$ cat src/rtl/memory_stage_pipelined.sv
// Memory stage: registers execute results, runs the data-memory req/ack access
// for loads/stores, and presents one registered writeback word per instruction.
module memory_stage_pipelined (
  input  logic        clk,
  input  logic        rst,
  input  logic        valid_ex,
  input  logic        done_ex,
  input  logic [13:0] control_word_ex,
  input  logic [31:0] ALU_result,
  input  logic [31:0] calculated_adr,
  input  logic [31:0] regfileb_ex,
  output logic        stall_ex,
  output logic        dmem_req,
  output logic        dmem_we,
  output logic [31:0] dmem_addr,
  output logic [3:0]  dmem_be,
  output logic [31:0] dmem_wdata,
  input  logic        dmem_ack,
  input  logic [31:0] dmem_rdata,
  output logic        valid_mem,
  output logic        rf_wb_mem,
  output logic [4:0]  rd_mem,
  output logic [31:0] wb_data,
  output logic        misaligned_mem
);

  typedef enum logic {S_IDLE, S_ACCESS} state_t;

  state_t      r_state;
  logic        r_is_load;
  logic        r_rf_wb;
  logic [4:0]  r_rd;
  logic [2:0]  r_funct3;
  logic [1:0]  r_off;
  logic        r_pend;
  logic        r_pend_rf;
  logic        r_pend_mis;
  logic [4:0]  r_pend_rd;
  logic [31:0] r_pend_data;

  logic        w_rf_wb, w_mem_we, w_is_load, w_is_mem, w_misal;
  logic [1:0]  w_wb_src, w_off;
  logic [4:0]  w_rd;
  logic [2:0]  w_f3;
  logic        w_accept, w_start, w_direct, w_ack_done;
  logic [3:0]  w_be;
  logic [31:0] w_wdata, w_lane, w_ld_data;
  logic        w_unused_cw;

  assign w_rf_wb     = control_word_ex[12];
  assign w_mem_we    = control_word_ex[11];
  assign w_wb_src    = control_word_ex[10:9];
  assign w_rd        = control_word_ex[7:3];
  assign w_f3        = control_word_ex[2:0];
  assign w_off       = calculated_adr[1:0];
  assign w_unused_cw = control_word_ex[13] ^ control_word_ex[8];

  assign w_is_load = ~w_mem_we & (w_wb_src == 2'b01);
  assign w_is_mem  = w_mem_we | w_is_load;
  assign w_misal   = w_is_mem & (((w_f3[1:0] == 2'b01) & w_off[0]) |
                                 (w_f3[1] & (w_off != 2'b00)));

  assign stall_ex   = (r_state == S_ACCESS) & ~dmem_ack;
  assign w_ack_done = (r_state == S_ACCESS) & dmem_ack;
  assign w_accept   = valid_ex & done_ex & ~stall_ex;
  assign w_start    = w_accept & w_is_mem & ~w_misal;
  assign w_direct   = w_accept & ~w_start;

  always_comb begin
    w_be    = 4'b1111;
    w_wdata = regfileb_ex;
    case (w_f3[1:0])
      2'b00: begin
        w_be    = 4'b0001 << w_off;
        w_wdata = {4{regfileb_ex[7:0]}};
      end
      2'b01: begin
        w_be    = w_off[1] ? 4'b1100 : 4'b0011;
        w_wdata = {2{regfileb_ex[15:0]}};
      end
      default: ;
    endcase
  end

  always_comb begin
    w_lane = dmem_rdata >> {r_off, 3'b000};
    case (r_funct3)
      3'b000:  w_ld_data = {{24{w_lane[7]}}, w_lane[7:0]};
      3'b001:  w_ld_data = {{16{w_lane[15]}}, w_lane[15:0]};
      3'b100:  w_ld_data = {24'b0, w_lane[7:0]};
      3'b101:  w_ld_data = {16'b0, w_lane[15:0]};
      default: w_ld_data = dmem_rdata;
    endcase
  end

  // A non-access result accepted while another result leaves on the same edge
  // (memory completion or an earlier held result) is held one cycle in r_pend.
  always_ff @(posedge clk or posedge rst) begin
    if (rst) begin
      r_state        <= S_IDLE;
      r_is_load      <= 1'b0;
      r_rf_wb        <= 1'b0;
      r_rd           <= '0;
      r_funct3       <= '0;
      r_off          <= '0;
      r_pend         <= 1'b0;
      r_pend_rf      <= 1'b0;
      r_pend_mis     <= 1'b0;
      r_pend_rd      <= '0;
      r_pend_data    <= '0;
      dmem_req       <= 1'b0;
      dmem_we        <= 1'b0;
      dmem_addr      <= '0;
      dmem_be        <= '0;
      dmem_wdata     <= '0;
      valid_mem      <= 1'b0;
      rf_wb_mem      <= 1'b0;
      misaligned_mem <= 1'b0;
      rd_mem         <= '0;
      wb_data        <= '0;
    end else begin
      valid_mem      <= 1'b0;
      rf_wb_mem      <= 1'b0;
      misaligned_mem <= 1'b0;
      r_pend         <= 1'b0;

      if (w_ack_done) begin
        valid_mem <= 1'b1;
        rf_wb_mem <= r_is_load & r_rf_wb;
        rd_mem    <= r_rd;
        wb_data   <= w_ld_data;
        dmem_req  <= 1'b0;
        r_state   <= S_IDLE;
      end else if (r_pend) begin
        valid_mem      <= 1'b1;
        rf_wb_mem      <= r_pend_rf;
        misaligned_mem <= r_pend_mis;
        rd_mem         <= r_pend_rd;
        wb_data        <= r_pend_data;
      end else if (w_direct) begin
        valid_mem      <= 1'b1;
        rf_wb_mem      <= w_rf_wb & ~w_is_mem;
        misaligned_mem <= w_misal;
        rd_mem         <= w_rd;
        wb_data        <= ALU_result;
      end

      if (w_direct & (w_ack_done | r_pend)) begin
        r_pend      <= 1'b1;
        r_pend_rf   <= w_rf_wb & ~w_is_mem;
        r_pend_mis  <= w_misal;
        r_pend_rd   <= w_rd;
        r_pend_data <= ALU_result;
      end

      if (w_start) begin
        r_state    <= S_ACCESS;
        dmem_req   <= 1'b1;
        dmem_we    <= w_mem_we;
        dmem_addr  <= {calculated_adr[31:2], 2'b00};
        dmem_be    <= w_be;
        dmem_wdata <= w_wdata;
        r_is_load  <= w_is_load;
        r_rf_wb    <= w_rf_wb;
        r_rd       <= w_rd;
        r_funct3   <= w_f3;
        r_off      <= w_off;
      end
    end
  end

endmodule

$ cat config.mk
export PLATFORM = sky130hd
export DESIGN_NAME = memory_stage_pipelined
export DESIGN_NICKNAME = d
export VERILOG_FILES = /design/src/rtl/memory_stage_pipelined.sv
export SDC_FILE = /design/constraint.sdc
export NUM_CORES = 1
export LEC_CHECK = 0
export CAP_MARGIN = 10
export CORE_ASPECT_RATIO = 1.75
export CORE_UTILIZATION = 45
export CTS_CLUSTER_DIAMETER = 120
export CTS_CLUSTER_SIZE = 10
export DETAILED_ROUTE_END_ITERATION = 6
export PLACE_DENSITY_LB_ADDON = 0.2
export SYNTH_ARGS = -nofsm -noshare
export SYNTH_HDL_FRONTEND = slang
export SYNTH_SLANG_ARGS = --single-unit
export TNS_END_PERCENT = 20
$ cat constraint.sdc
create_clock -name clk -period 5.5 [get_ports clk]
set_input_delay 0.55 -clock clk [delete_from_list [all_inputs] [get_ports clk]]
set_output_delay 0.55 -clock clk [all_outputs]
set_load 0.1 [all_outputs]
# Yosys cells after proc, flatten, opt, wreduce, memory -nomap -nowiden
# Cells that the tools add are included.
# Widths: inputs -> output; s select.
dict set report totals {
  reg_bits 160
  output_inout_bits 111
  elab_cells 77
}
dict set report classes {
  n_eq_ne 5
  n_shift 2
  n_mux 22
  bitwise 23
  reduce_logical 5
}
# cell count
set ops {}
lappend ops {{$pmux 32 s4} 1}
lappend ops {{$mux 32} 3}
lappend ops {{$pmux 32 s2} 1}
lappend ops {{$shr 32x5->16} 1}
lappend ops {{$mux 5} 3}
lappend ops {{$and 1x1->1} 14}
lappend ops {{$mux 1} 12}
lappend ops {{$pmux 4 s2} 1}
lappend ops {{$eq 3x3->1 const B} 2}
lappend ops {{$not 1->1} 6}
lappend ops {{$eq 2x1->1 const B} 2}
lappend ops {{$mux 4} 1}
lappend ops {{$reduce_bool 2->1} 2}
lappend ops {{$shl 1x2->4 const A} 1}
lappend ops {{$eq 3x1->1 const B} 1}
lappend ops {{$logic_not 3->1} 1}
lappend ops {{$or 1x1->1} 3}
lappend ops {{$reduce_bool 3->1} 1}
lappend ops {{$logic_not 2->1} 1}

# Logic depth before layout (Yosys ltp)
dict set report depth {
  word_depth 11
  mapped_depth 8
  mapped_depth_nobuf 5
}

# Worst setup path before layout
# No wires, ideal clock.
dict set report synth_path {
  path_kind {flip-flop to output port}
  start {register r_state}
  end {output stall_ex}
  arrival_ns 2.121
  slack_ns 2.829
  path_stages_with_launch 5
  path_cell_list {dfrtp_1 -> buf_2 -> nand2b_1 -> clkbuf_1 -> inv_1}
}
dict set report synth_between {
  elab_chain_cells 1
}
# element line
set synth_rtl {}
lappend synth_rtl {{start, declared} 29} ;# state_t r_state;
lappend synth_rtl {{start signal, assigned} 100} ;# r_state <= S_IDLE;
lappend synth_rtl {{start signal, assigned} 133} ;# r_state <= S_IDLE;
lappend synth_rtl {{start signal, assigned} 157} ;# r_state <= S_ACCESS;
lappend synth_rtl {{$and 1x1->1} 63} ;# assign stall_ex = (r_state == S_ACCESS) & ~dmem_ack;
lappend synth_rtl {{end, declared} 12} ;# output logic stall_ex,
# Every way passes these cells.

# Final worst setup path
dict set report layout_path {
  start {input control_word_ex[0]}
  end {register r_rf_wb}
}
dict set report layout_between {
  elab_chain_cells 6
}
# element line
set layout_rtl {}
lappend layout_rtl {{start, declared} 8} ;# input logic [13:0] control_word_ex,
lappend layout_rtl {{$eq 2x1->1} 60} ;# assign w_misal = w_is_mem & (((w_f3[1:0] == 2'b01) & w_off[0]) |
lappend layout_rtl {{$and 1x1->1} 60}
lappend layout_rtl {{$or 1x1->1} 60}
lappend layout_rtl {{$and 1x1->1} 60}
lappend layout_rtl {{$not 1->1} 66} ;# assign w_start = w_accept & w_is_mem & ~w_misal;
lappend layout_rtl {{$and 1x1->1} 66}
lappend layout_rtl {{end signal, assigned} 164} ;# r_rf_wb <= w_rf_wb;
lappend layout_rtl {{end, declared} 31} ;# logic r_rf_wb;
# Every way passes these cells.
# A chain may end at the register's enable or synchronous reset.

==> out/metrics.csv <==
metric,value,unit
r2r-start,r_state$_DFFE_PP0P_,
p_comb_share,48.0,%
synth_edf_count,0,
clk_latency,430,ps
hold_buffers,0,
grt_usage,28.0,%
fin_crit,3470,ps
slew-limit-headroom,30.2,%
cts_buffer_depth,2,
min_to,r_pend_rf$_DFFE_PP0P_,
die_area,0.0179,mm^2
synth_compound_area_share,19.0,%
synth_top_area_cell,dfrtp_1,
ios,258,
synth.avg_cell_area,11.4,um^2
clock_sinks,160,
die_h,176,um
crit_fanout,32,
grt_start_max_net_pins,61,
fin_total_pwr,5.58,mW
htree_num_levels,4,
p_leak,4.51,nW
crit_slowest_cell,clkdlybuf4s50_1,
dp_cells,1120,
core-area,0.0169,mm^2
antenna_found_initial,1,
grt_pass1_wl,37800,um
drt_wl_total,24200,um
drt-vias-per-instance,5.87,
die_x,102,um
synthTopCellsByArea,"dfrtp_1, mux2_2, o21ai_0",
remaining_drc_errors,2,
cts_buffers,17,
muxShareOfSynthArea,19.6,%
synth_xor_area_share,0,%
crit_family,buffers and inverters,
required,5800,ps
final_net_count,1059,
synth_fa_ha_area_share,0,%
power_density,505,mW/mm^2
worstSetupPathType,input port to flop,
ys_types,52,
ys_seq_elements,160,
ys_seq_area_share,51.2,%
fin_tns_setup,0,ps
post-route-period-util,63.0,%
n_fill_cell,1349,
hold_ws,497,ps
place_congestion,0.890,
worstPathArrival,3760,ps
synth_flop_cell,dfrtp_1,
p_seq_share,30.5,%
irDropWorstVdd,0.304,mV
antenna_left,0,
power.switching,2.65,mW
reg2regPathDepth,5,
synth_top_family_by_area,multiplexers,
layout-drive-gt1-share,17.7,%
worst_hold_path.num_cells,1,
setup_viol,0,
syn_inst,687,
dpl.hpwl,17500,um
clk_pin_slew,60,ps
max_freq,289,MHz
path_cells,clkdlybuf4s50_1 -> nor2_4 -> o22a_1 -> nand2_1 -> buf_4 -> mux2_2,
portBuffers,253,
worstMarginPinSlew,1040,ps
cts_tree,done,
finalHoldViolCount,0,
status,"finished, violations left",
synthArstFlopShare,100,%
firstDrtPassIters,7,
postCtsSetupBuffers,0,
endpoint_kind,flop,
final_cells,1152,
overflow,0,
synth_area,0.00783,mm^2
timing.critical_path.from_type,input port,
fin_worst_skew,12.6,ps
violations,DRC,
rsz0062_at_grt,no,
critPathBufInv,2,
yosys.area.top_type_share,51.2,%
syn_to_final_growth,41.2,%
ctsResizeCount,0,
num_rows,63,
slew_violations,0,
reg2reg_slack,2770,ps
synth_common_cells,"dfrtp_1, mux2_2, o21ai_0",
vias,6764,
holdCritStartpoint,r_pend_rf$_DFFE_PP0P_,
initial_core_util,46.2,%
switching_share,47.5,%
grt_pass1_vias,7148,
drt-wirelength-per-cell,21.0,um
hp-class,flop to flop,
p_clk_share,21.4,%
cpPeakStageDelay,790,ps
cts_root_buffer,clkbuf_16,
ys_warn_count,0,
synth_simple_gate_area_share,6.03,%
max-cap-violations,0,
yosysMostFrequentCell,dfrtp_1,
drtIter0Drc,375,
rr_endpoint,r_pend_data[26]$_DFFE_PP0P_,
p_int,2.93,mW
kinds of logic after synthesis:
| logic type | after synthesis |
|---|---|
| compound gates | 237 |
| flops | 160 |
| simple gates | 81 |
| mux | 138 |
| buf+inv | 70 |
| other cells | 1 |
worst register-to-register path, stage by stage, from the launching register on:
cell and delay (ps):
dfrtp_1 540, nand2b_1 170, and2_1 670, nand3_2 540, buf_4 390, mux2_2 310
how the worst max path moves through the flow:
stage | from | depth (start not counted) | slack [ps] | to
6_report | control_word_ex[0] | 6 | 2030 | r_rf_wb$_DFFE_PP0P_
3_5_place_dp | control_word_ex[0] | 6 | 1590 | dmem_wdata[7]$_DFFE_PP0P_
3_3_place_gp | control_word_ex[0] | 6 | 1690 | dmem_wdata[5]$_DFFE_PP0P_
4_1_cts | control_word_ex[0] | 6 | 2040 | r_rd[0]$_DFFE_PP0P_
2_1_floorplan | rst | 1 | 630 | dmem_addr[10]$_DFFE_PP0P_
5_1_grt | control_word_ex[0] | 6 | 1790 | r_rf_wb$_DFFE_PP0P_
power by group through the flow:
stage | Clock (mW) | Sequential [mW] | Combinational [mW]
global route | 1.26 | 1.74 | 2.78
global placement | 0 | 1.70 | 2.66
detailed placement | 0 | 1.72 | 2.68
floorplan | 0 | 3.15 | 0.522
CTS | 1.22 | 1.70 | 2.69
finish | 1.20 | 1.71 | 2.68
area by class of cell:
class	count	area [um^2]	area share (%)
antenna	1	2.50	0.0226
clock buffer	21	450	4.08
sequential	160	4000	36.2
tap	227	284	2.57
clock inverter	10	138	1.25
multi-input combinational	458	3510	31.7
timing repair buffer	265	2620	23.7
inverter	10	45.0	0.408
layout by cell type, fill, tap and decap left out, types with 5 or more instances in the layout:
master / instances
clkbuf_16: 17
a211oi_1: 10
a222oi_1: 7
mux2i_1: 33
mux2_2: 103
o221a_2: 5
buf_4: 12
nand2_1: 13
dfrtp_1: 160
nor3b_1: 5
nand4b_1: 6
clkdlybuf4s50_1: 253
o31ai_1: 5
a221oi_1: 6
a22o_1: 23
a21oi_1: 59
inv_1: 7
clkinvlp_4: 5
nor2_1: 13
nand4_1: 18
o21ai_0: 103
per-stage QoR:
step	cell area (um^2)	setup WS, ps	util (%)
after detailed placement	10500	1590	61.7
after CTS	11100	2040	65.2
after floorplan	7830	630	-
final	11100	2030	65.2
after global placement	10500	1690	61.7
after global routing	11100	1790	65.2
layer usage:
layer	global-route usage (%)	routed length, um	vias up
li1	-	-	3015
met1	31.1	8620	3367
met2	48.5	12700	318
met3	7.17	1670	64
met4	14.7	1180	0
met5	0	0	-
registers in the layout (all words and copies together), names as in the netlist:
register	cells
valid_mem	1
r_pend_data	32
r_pend_rf	1
dmem_addr	30
r_pend_mis	1
r_state	1
r_is_load	1
misaligned_mem	1
r_pend	1
r_funct3	3
dmem_be	4
rf_wb_mem	1
r_pend_rd	5
dmem_we	1
r_rd	5
r_rf_wb	1
r_off	2
rd_mem	5
wb_data	32
dmem_wdata	32
Note: power is estimated with default switching activity, not from simulation.
